[config.mk]
export PLATFORM = sky130hd
export DESIGN_NAME = dpram_fifo_ctrl
export DESIGN_NICKNAME = d
export VERILOG_FILES = /design/src/rtl/dpram_fifo_ctrl.sv
export SDC_FILE = /design/constraint.sdc
export NUM_CORES = 1
export LEC_CHECK = 0
export CAP_MARGIN = 40
export CORE_MARGIN = 2
export CORE_UTILIZATION = 48
export DETAILED_ROUTE_END_ITERATION = 10
export PLACE_DENSITY = 0.89
export SLEW_MARGIN = 10
export SYNTH_ARGS = -nofsm -noshare
export SYNTH_HDL_FRONTEND = slang
export SYNTH_SLANG_ARGS = --single-unit
[constraint.sdc]
create_clock -name clk -period 5.1 [get_ports clk]
set_input_delay 0.765 -clock clk [delete_from_list [all_inputs] [get_ports clk]]
set_output_delay 0.765 -clock clk [all_outputs]
set_load 0.01 [all_outputs]
[src/rtl/dpram_fifo_ctrl.sv]
// FIFO controller for an external dual-port RAM: clears the RAM after reset, then runs push/pop traffic.
// Optional sticky overflow/underflow outputs are enabled by defining FIFO_ERR_FLAGS_EN.
module dpram_fifo_ctrl #(
    parameter int DATA_W = 3,
    parameter int ADDR_W = 3
) (
    input  logic              clk,
    input  logic              rst,
    input  logic              wr_en,
    input  logic [DATA_W-1:0] wr_data,
    input  logic              rd_en,
    output logic [DATA_W-1:0] rd_data,
    output logic              rd_valid,
    output logic              full,
    output logic              empty,
    output logic [ADDR_W:0]   count,
    output logic              init_done,
    output logic              ram_cs,
    output logic              ram_we,
    output logic [ADDR_W-1:0] ram_addr_a,
    output logic [DATA_W-1:0] ram_data_a,
    output logic [ADDR_W-1:0] ram_addr_b,
    input  logic [DATA_W-1:0] ram_dout_b
`ifdef FIFO_ERR_FLAGS_EN
   ,output logic              ovf,
    output logic              udf
`endif
);

    localparam int DEPTH = 1 << ADDR_W;
    localparam logic [ADDR_W:0]   DEPTH_C   = (ADDR_W + 1)'(DEPTH);
    localparam logic [ADDR_W-1:0] LAST_ADDR = '1;

    // state   | meaning
    // ST_INIT | clearing RAM one address per cycle, traffic ignored
    // ST_RUN  | normal FIFO operation
    typedef enum logic {ST_INIT, ST_RUN} state_t;

    state_t            state_q, state_d;
    logic [ADDR_W-1:0] init_cnt_q, init_cnt_d;
    logic [ADDR_W-1:0] wr_ptr_q, wr_ptr_d;
    logic [ADDR_W-1:0] rd_ptr_q, rd_ptr_d;
    logic [ADDR_W:0]   count_q, count_d;
    logic              rd_valid_q, rd_valid_d;
    logic              init_done_q, init_done_d;
    logic              push_acc;
    logic              pop_acc;
`ifdef FIFO_ERR_FLAGS_EN
    logic              ovf_q, ovf_d;
    logic              udf_q, udf_d;
`endif

    assign full      = (count_q == DEPTH_C);
    assign empty     = (count_q == '0);
    assign count     = count_q;
    assign rd_valid  = rd_valid_q;
    assign rd_data   = ram_dout_b;
    assign init_done = init_done_q;
`ifdef FIFO_ERR_FLAGS_EN
    assign ovf = ovf_q;
    assign udf = udf_q;
`endif

    always_comb begin
        state_d     = state_q;
        init_cnt_d  = init_cnt_q;
        wr_ptr_d    = wr_ptr_q;
        rd_ptr_d    = rd_ptr_q;
        count_d     = count_q;
        init_done_d = init_done_q;
        rd_valid_d  = 1'b0;
        push_acc    = 1'b0;
        pop_acc     = 1'b0;
        ram_cs      = 1'b0;
        ram_we      = 1'b0;
        ram_addr_a  = wr_ptr_q;
        ram_data_a  = wr_data;
        ram_addr_b  = rd_ptr_q;
`ifdef FIFO_ERR_FLAGS_EN
        ovf_d       = ovf_q;
        udf_d       = udf_q;
`endif
        case (state_q)
            ST_INIT: begin
                ram_cs     = 1'b1;
                ram_we     = 1'b1;
                ram_addr_a = init_cnt_q;
                ram_data_a = '0;
                init_cnt_d = init_cnt_q + ADDR_W'(1);
                if (init_cnt_q == LAST_ADDR) begin
                    state_d     = ST_RUN;
                    init_done_d = 1'b1;
                end
            end
            ST_RUN: begin
                // A pop frees a slot in the same cycle, so a full FIFO can still take a push.
                pop_acc  = rd_en && !empty;
                push_acc = wr_en && (!full || pop_acc);
                if (push_acc) begin
                    ram_cs   = 1'b1;
                    ram_we   = 1'b1;
                    wr_ptr_d = wr_ptr_q + ADDR_W'(1);
                end
                if (pop_acc) begin
                    rd_ptr_d = rd_ptr_q + ADDR_W'(1);
                end
                rd_valid_d = pop_acc;
                case ({push_acc, pop_acc})
                    2'b10:   count_d = count_q + (ADDR_W + 1)'(1);
                    2'b01:   count_d = count_q - (ADDR_W + 1)'(1);
                    default: count_d = count_q;
                endcase
`ifdef FIFO_ERR_FLAGS_EN
                if (wr_en && !push_acc) ovf_d = 1'b1;
                if (rd_en && !pop_acc)  udf_d = 1'b1;
`endif
            end
            default: begin
                state_d = ST_INIT;
            end
        endcase
    end

    always_ff @(posedge clk or posedge rst) begin
        if (rst) begin
            state_q     <= ST_INIT;
            init_cnt_q  <= '0;
            wr_ptr_q    <= '0;
            rd_ptr_q    <= '0;
            count_q     <= '0;
            rd_valid_q  <= 1'b0;
            init_done_q <= 1'b0;
`ifdef FIFO_ERR_FLAGS_EN
            ovf_q       <= 1'b0;
            udf_q       <= 1'b0;
`endif
        end else begin
            state_q     <= state_d;
            init_cnt_q  <= init_cnt_d;
            wr_ptr_q    <= wr_ptr_d;
            rd_ptr_q    <= rd_ptr_d;
            count_q     <= count_d;
            rd_valid_q  <= rd_valid_d;
            init_done_q <= init_done_d;
`ifdef FIFO_ERR_FLAGS_EN
            ovf_q       <= ovf_d;
            udf_q       <= udf_d;
`endif
        end
    end

endmodule
==> run_results.csv, run 1 <==
group,metric,value,unit
setup_path,timing.critical_path.required,4340,ps
logic_synthesis,synthXorXnorAreaFrac,0.07388,
logic_synthesis,mean_instance_size_in_the_synthesized_netlist,11.16,um^2
setup_path,crit_start,"rd_en",
power_and_ir_drop,worst_ir_drop_vdd,0.3258,mV
logic_synthesis,synthCells,85,
place,dp_hpwl,1312,um
cts,cts-root-to-sink-buffers,2,
place,portBuffers,25,
grt,grtUsageTotal,0.1727,
timing,max_freq,318.6,MHz
logic_synthesis,ys_warn_count,0,
timing,min_period_over_period,0.6155,
grt,maximum_number_of_pins_on_one_net_before_global_route_repair,18,
cts,clock_sink_count,16,
cts,clk_latency,280,ps
timing,rsz0062_at_grt,"no",
logic_synthesis,synth.lib_cells_used.distinct,33,
outcome,outcome,"finished clean",
cts,post_cts_hold_buffer_count,0,
setup_path,setup.worst_path.class,"in2out",
drt,drc_errors,0,
cts,post_cts.resized_instances,0,
logic_synthesis,post-synth-top-area-fraction,0.4222,
grt,first_global_vias,681,
floorplanning,die-area,2347,um^2
cts,clock_root_buffer,"sky130_fd_sc_hd__clkbuf_4",
grt,grt_first_pass_wirelength,3132,um
timing,min_period,3139,ps
place,pre_cts_ws,1980,ps
setup_path,worst_r2r_path_depth,8,
logic_synthesis,post_synth_fa_ha_maj_area_fraction,0.1003,
timing,worstMarginPinSlew,605.5,ps
setup_path,start_kind,"input pin",
setup_path,worst_r2r_startpoint,"count[2]$_DFFE_PP0P_",
cells_and_area,insertedDiodeCount,0,
floorplanning,core,1902,um^2
grt,global_route.overflow_total,0,
cells_and_area,share_of_post_route_cells_with_drive_strength_above_1,0.1321,
floorplanning,start_util,0.4987,
setup_path,critical_path_peak_fanout,8,
hold_path,hp-start,"init_done$_DFFE_PP0P_",
floorplanning,fp.dieH,48.45,um
timing,final.hold.worst_slack,475.4,ps
logic_synthesis,syn-num-nets,102,
power_and_ir_drop,power_density,502.6,nW/um^2
cts,cts_setup_buffers,0,
setup_path,worst_setup_path_end_kind,"output pin",
setup_path,worst_r2r_endpoint,"count[3]$_DFFE_PP0P_",
drt,route.detailed.wl_per_inst,13.28,um
floorplanning,placementRows,16,
cells_and_area,final_common_cell,"sky130_fd_sc_hd__clkdlybuf4s50_1",
cells_and_area,finalNetCount,124,
cts,cts_max_level,1,
logic_synthesis,synth_top_family_by_area,"compound AO/OA/AOI/OAI gates",
cells_and_area,flow.area_growth_from_synthesis,28.10,%
cts,cts.clk_slew.worst_paths,90,ps
drt,wl,1766,um
hold_path,worst_hold_path.endpoint,"init_done$_DFFE_PP0P_",
run,cap_viol_max_count,0,
cells_and_area,filler_cell_count,140,
timing,setup-violations-final,0,
cells_and_area,ff_latch_area,400.4,um^2
logic_synthesis,syn_area,948.4,um^2
logic_synthesis,multiplexer_share_of_the_synthesized_area,0.1095,
drt,firstDrtPassIters,4,
place,final_replace_weighted_congestion,0.8215,
logic_synthesis,post_synth_and_or_nand_nor_area_fraction,0.1029,
logic_synthesis,synth_sequential_area_ratio,0.4222,
cells_and_area,layout_common_cells,"sky130_fd_sc_hd__clkdlybuf4s50_1, sky130_fd_sc_hd__dfrtp_1, sky130_fd_sc_hd__mux2_2",
timing,final_hold_viol_count,0,
floorplanning,die_width,48.45,um
timing,drv_slew,0,
logic_synthesis,yosysTopAreaCell,"sky130_fd_sc_hd__dfrtp_1",
timing,postLayoutSetupSlackWorst,1961,ps
timing,totalNegativeSetupSlack,0,ps
logic_synthesis,postSynthRegisterBits,16,
power_and_ir_drop,total_leakage_power,0.5464,nW
cts,numCtsBuffers,3,
hold_path,whs_path_depth,1,
drt,viasPerCell,5.338,
timing,fin_worst_skew,0.5929,ps
grt,antenna_found_initial,0,
cells_and_area,area_of_the_multi_input_gates,471.7,um^2
setup_path,setup.reg_to_reg.worst_slack,2370,ps
floorplanning,floorplan.io_pins,32,
setup_path,arrival,2370,ps
drt,initialDrtViolationCount,19,
timing,timing.slew.headroom,0.5959,
drt,vias,710,
logic_synthesis,synth-compound-area-share,0.1108,
hold_path,worstHoldPathType,"reg2reg",
drt,detail-route-antenna-nets,0,
cts,cts_tree,"yes",
logic_synthesis,synthTopCellsByArea,"sky130_fd_sc_hd__dfrtp_1, sky130_fd_sc_hd__mux2_2, sky130_fd_sc_hd__ha_1",
[through the flow]
step	power (mW)	util	instances	cell area (um^2)
floorplan	0.4042	-	85	948.4
global placement	0.5152	0.6197	129	1179
detailed placement	0.5303	0.6197	129	1179
CTS	0.6169	0.6388	133	1215
global route	0.6548	0.6388	133	1215
finish	0.6106	0.6388	133	1215
[flip-flops by register name, indices dropped and copies added (netlist names)]
| name | flops |
|---|---|
| count | 4 |
| ram_addr_b | 3 |
| init_cnt_q | 3 |
| wr_ptr_q | 3 |
| init_done | 1 |
| state_q | 1 |
| rd_valid | 1 |
[layer usage]
metal,part of all wire,GRT usage
met4,0.012,0.07143
met3,0.064,0.04938
met2,0.52,0.2824
met5,0,0
met1,0.40,0.2154
[power breakdown]
part           internal (mW)  total [mW]  switching (mW)  leakage [nW]
Clock                 0.0434      0.0829          0.0395        0.0210
Sequential             0.171       0.218          0.0470         0.187
Combinational          0.182       0.310           0.129         0.338
Total                  0.395       0.611           0.215         0.546
[synthesized netlist by cell type]
cell                        n
sky130_fd_sc_hd__nor3_1     1
sky130_fd_sc_hd__or3_1      1
sky130_fd_sc_hd__or2_2      1
sky130_fd_sc_hd__buf_4      4
sky130_fd_sc_hd__a31oi_1    1
sky130_fd_sc_hd__ha_1       6
sky130_fd_sc_hd__buf_2      1
sky130_fd_sc_hd__nand2b_1   2
sky130_fd_sc_hd__a311oi_4   1
sky130_fd_sc_hd__o31a_1     1
sky130_fd_sc_hd__a21oi_1    1
sky130_fd_sc_hd__fa_1       1
sky130_fd_sc_hd__and2_1     3
sky130_fd_sc_hd__mux2_2     7
sky130_fd_sc_hd__xnor2_1    6
sky130_fd_sc_hd__mux2i_1    1
sky130_fd_sc_hd__buf_6      1
sky130_fd_sc_hd__a41oi_1    1
sky130_fd_sc_hd__xor2_1     2
sky130_fd_sc_hd__nand2_1    4
sky130_fd_sc_hd__o21ai_0    2
sky130_fd_sc_hd__a22o_1     1
sky130_fd_sc_hd__dfrtp_1   16
sky130_fd_sc_hd__a21o_1     1
sky130_fd_sc_hd__a211oi_1   2
sky130_fd_sc_hd__nor2b_1    1
sky130_fd_sc_hd__nor4_1     1
sky130_fd_sc_hd__inv_1      6
sky130_fd_sc_hd__o22a_1     1
sky130_fd_sc_hd__nor2_1     3
sky130_fd_sc_hd__mux2_4     1
sky130_fd_sc_hd__nand3_1    2
sky130_fd_sc_hd__clkbuf_1   2
[worst max-delay path by stage]
stage / end / depth (start not counted)
after global placement: ram_we / 4
after detailed placement: ram_we / 4
final: ram_we / 4
after CTS: ram_we / 4
after global routing: ram_we / 4
after floorplan: count[3]$_DFFE_PP0P_ / 9
[cells by family (layout without fill, tap and decap cells)]
family / after synthesis / in the layout
DFF: 16 / 16
AOI/OAI and AO/OA: 12 / 12
adders and majority gates: 7 / 7
buffers and inverters: 14 / 35
muxes: 9 / 9
xor gates and xnor gates: 8 / 8
and+or+nand+nor: 19 / 19
[layout make-up]
cell class                 instances  share of cell area
inverter                           6             0.01854
tap                               27             0.02781
sequential                        16              0.3296
multi-input combinational         55              0.3883
clock buffer                       4             0.02987
timing repair buffer              25              0.2060
[worst max-delay path, cell delays in order]
cell and delay, ps:
sky130_fd_sc_hd__clkdlybuf4s50_1 560, sky130_fd_sc_hd__o31a_1 380, sky130_fd_sc_hd__nand2b_1 160, sky130_fd_sc_hd__clkdlybuf4s50_1 500
Power figures use the tool's default switching activity.
==> inputs of run 2 (changes only) <==
--- a/config.mk
+++ b/config.mk
@@ -7,9 +7,9 @@
 export LEC_CHECK = 0
 export CAP_MARGIN = 40
 export CORE_MARGIN = 2
-export CORE_UTILIZATION = 48
+export CORE_UTILIZATION = 44
 export DETAILED_ROUTE_END_ITERATION = 10
-export PLACE_DENSITY = 0.89
+export PLACE_DENSITY = 0.83
 export SLEW_MARGIN = 10
 export SYNTH_ARGS = -nofsm -noshare
 export SYNTH_HDL_FRONTEND = slang
==> constraint.sdc (replaced) <==
create_clock -name clk -period 3 [get_ports clk]
set_input_delay 0.45 -clock clk [delete_from_list [all_inputs] [get_ports clk]]
set_output_delay 0.45 -clock clk [all_outputs]
set_load 0.01 [all_outputs]
==> run_results.csv, run 2 (synthesized netlist as in run 1, its figures left out) <==
group,metric,value,unit
outcome,outcome,"finished clean",
floorplanning,die_width,50.43,um
cts,post_cts.resized_instances,0,
cts,numCtsBuffers,3,
hold_path,worstHoldPathType,"reg2reg",
cells_and_area,ff_latch_area,400.4,um^2
place,portBuffers,25,
grt,grt_first_pass_wirelength,3049,um
cts,cts_setup_buffers,0,
power_and_ir_drop,power_switching,366.4,uW
cts,clock_root_buffer,"sky130_fd_sc_hd__clkbuf_4",
cells_and_area,layout.core_utilization,0.6069,
cts,cts.clk_slew.worst_paths,90,ps
setup_path,timing.critical_path.required,2550,ps
drt,vias,663,
setup_path,worst_r2r_path_depth,8,
place,final_replace_weighted_congestion,0.7485,
floorplanning,floorplan.io_pins,32,
power_and_ir_drop,worst_ir_drop_vdd,0.5606,mV
setup_path,start_kind,"register",
power_and_ir_drop,internal_cell_power,670.8,uW
hold_path,hp-start,"ram_addr_b[2]$_DFFE_PP0P_",
power_and_ir_drop,netSwitchingFraction,0.3533,
drt,drc_errors,0,
timing,final_hold_viol_count,0,
cells_and_area,filler_cell_count,177,
drt,viasPerCell,4.985,
setup_path,setup.worst_path.class,"reg2out",
grt,global_route.overflow_total,0,
place,place_inst,129,
drt,route.detailed.wl_per_inst,12.97,um
timing,rsz0062_at_grt,"no",
timing,timing.slew.headroom,0.6082,
power_and_ir_drop,power.clock.fraction,0.136,
power_and_ir_drop,total_power,1.037,mW
cells_and_area,finalNetCount,124,
power_and_ir_drop,pwr-share-comb,0.503,
setup_path,arrival,2260,ps
cells_and_area,layoutNonFillerInstCount,133,
drt,firstDrtPassIters,4,
cells_and_area,share_of_post_route_cells_with_drive_strength_above_1,0.1321,
drt,initialDrtViolationCount,7,
cells_and_area,layout_common_cells,"sky130_fd_sc_hd__clkdlybuf4s50_1, sky130_fd_sc_hd__dfrtp_1, sky130_fd_sc_hd__mux2_2",
setup_path,worst_r2r_endpoint,"count[3]$_DFFE_PP0P_",
cts,cts-root-to-sink-buffers,2,
cts,clock_sink_count,16,
timing,totalNegativeSetupSlack,0,ps
timing,worstMarginPinSlew,587.1,ps
cells_and_area,finished_cell_area,1215,um^2
cts,cts_tree,"yes",
setup_path,setup.reg_to_reg.worst_slack,360,ps
timing,setup-violations-final,0,
setup_path,critical_path_peak_fanout,7,
timing,max_freq,369.5,MHz
timing,min_period_over_period,0.9021,
power_and_ir_drop,power_density,853.8,nW/um^2
cells_and_area,flow.area_growth_from_synthesis,28.10,%
timing,min_period,2706,ps
power_and_ir_drop,seqPwrFrac,0.361,
hold_path,worst_hold_path.endpoint,"ram_addr_b[2]$_DFFE_PP0P_",
floorplanning,placementRows,16,
timing,fin_worst_skew,0.9115,ps
cts,clk_latency,280,ps
drt,wl,1725,um
cells_and_area,final_common_cell,"sky130_fd_sc_hd__clkdlybuf4s50_1",
floorplanning,start_util,0.4738,
grt,maximum_number_of_pins_on_one_net_before_global_route_repair,18,
floorplanning,core,2002,um^2
grt,first_global_vias,684,
cts,post_cts_hold_buffer_count,0,
cts,cts_max_level,1,
run,cap_viol_max_count,0,
grt,grtUsageTotal,0.1569,
setup_path,worst_r2r_startpoint,"count[2]$_DFFE_PP0P_",
setup_path,worst_setup_path_end_kind,"output pin",
floorplanning,fp.dieH,50.43,um
cells_and_area,insertedDiodeCount,0,
place,detailed_place.area,1179,um^2
hold_path,whs_path_depth,1,
drt,detail-route-antenna-nets,0,
place,dp_hpwl,1350,um
floorplanning,die-area,2543,um^2
cells_and_area,largest_register_ff_count,4,
grt,antenna_found_initial,0,
cells_and_area,area_of_the_multi_input_gates,471.7,um^2
power_and_ir_drop,total_leakage_power,0.5464,nW
timing,drv_slew,0,
==> run 2: cell counts in the layout (fill, tap and decap cells not counted) <==
Identical to the previous run, type by type.
==> run 2: power by group through the flow <==
stage | clock, mW | combinational (mW) | sequential (mW)
2_1_floorplan | 0 | 0.306 | 0.382
6_report | 0.141 | 0.522 | 0.375
5_1_grt | 0.156 | 0.579 | 0.390
4_1_cts | 0.143 | 0.530 | 0.375
3_3_place_gp | 0 | 0.509 | 0.372
3_5_place_dp | 0 | 0.529 | 0.380
==> run 2: worst max path at each step <==
stage,depth (start not counted),from,end
final,4,count[2]$_DFFE_PP0P_,ram_cs
after global routing,8,count[2]$_DFFE_PP0P_,count[3]$_DFFE_PP0P_
after CTS,4,count[2]$_DFFE_PP0P_,ram_cs
after detailed placement,9,rd_en,count[3]$_DFFE_PP0P_
after global placement,9,rd_en,count[3]$_DFFE_PP0P_
after floorplan,9,count[2]$_DFFE_PP0P_,count[3]$_DFFE_PP0P_
==> run 2: area by class of cell <==
class                           count  area share
Inverter                            6     0.01854
Tap cell                           27     0.02781
Timing Repair Buffer               25      0.2060
Multi-Input combinational cell     55      0.3883
Sequential cell                    16      0.3296
Clock buffer                        4     0.02987
==> run 2: through the flow <==
step,hold WS (ps),worst slack (ps)
after floorplan,363.7,604.3
after detailed placement,449.4,263.0
after CTS,474.6,290.9
final,468.8,293.8
after global placement,443.6,385.3
after global routing,511.5,149.1
==> run 2: worst max-delay path, cell delays in order, from the launching register on <==
cell and delay, ps:
sky130_fd_sc_hd__dfrtp_1 460, sky130_fd_sc_hd__or3_1 530, sky130_fd_sc_hd__o31a_1 320, sky130_fd_sc_hd__nand2b_1 160, sky130_fd_sc_hd__clkdlybuf4s50_1 500
==> run 2: metal layers <==
metal / up-vias / track usage / share of wire
li1: 328 / - / -
met1: 311 / 0.2114 / 0.45
met2: 18 / 0.2566 / 0.49
met3: 6 / 0.008929 / 0.036
met4: 0 / 0.07658 / 0.020
met5: - / 0 / 0
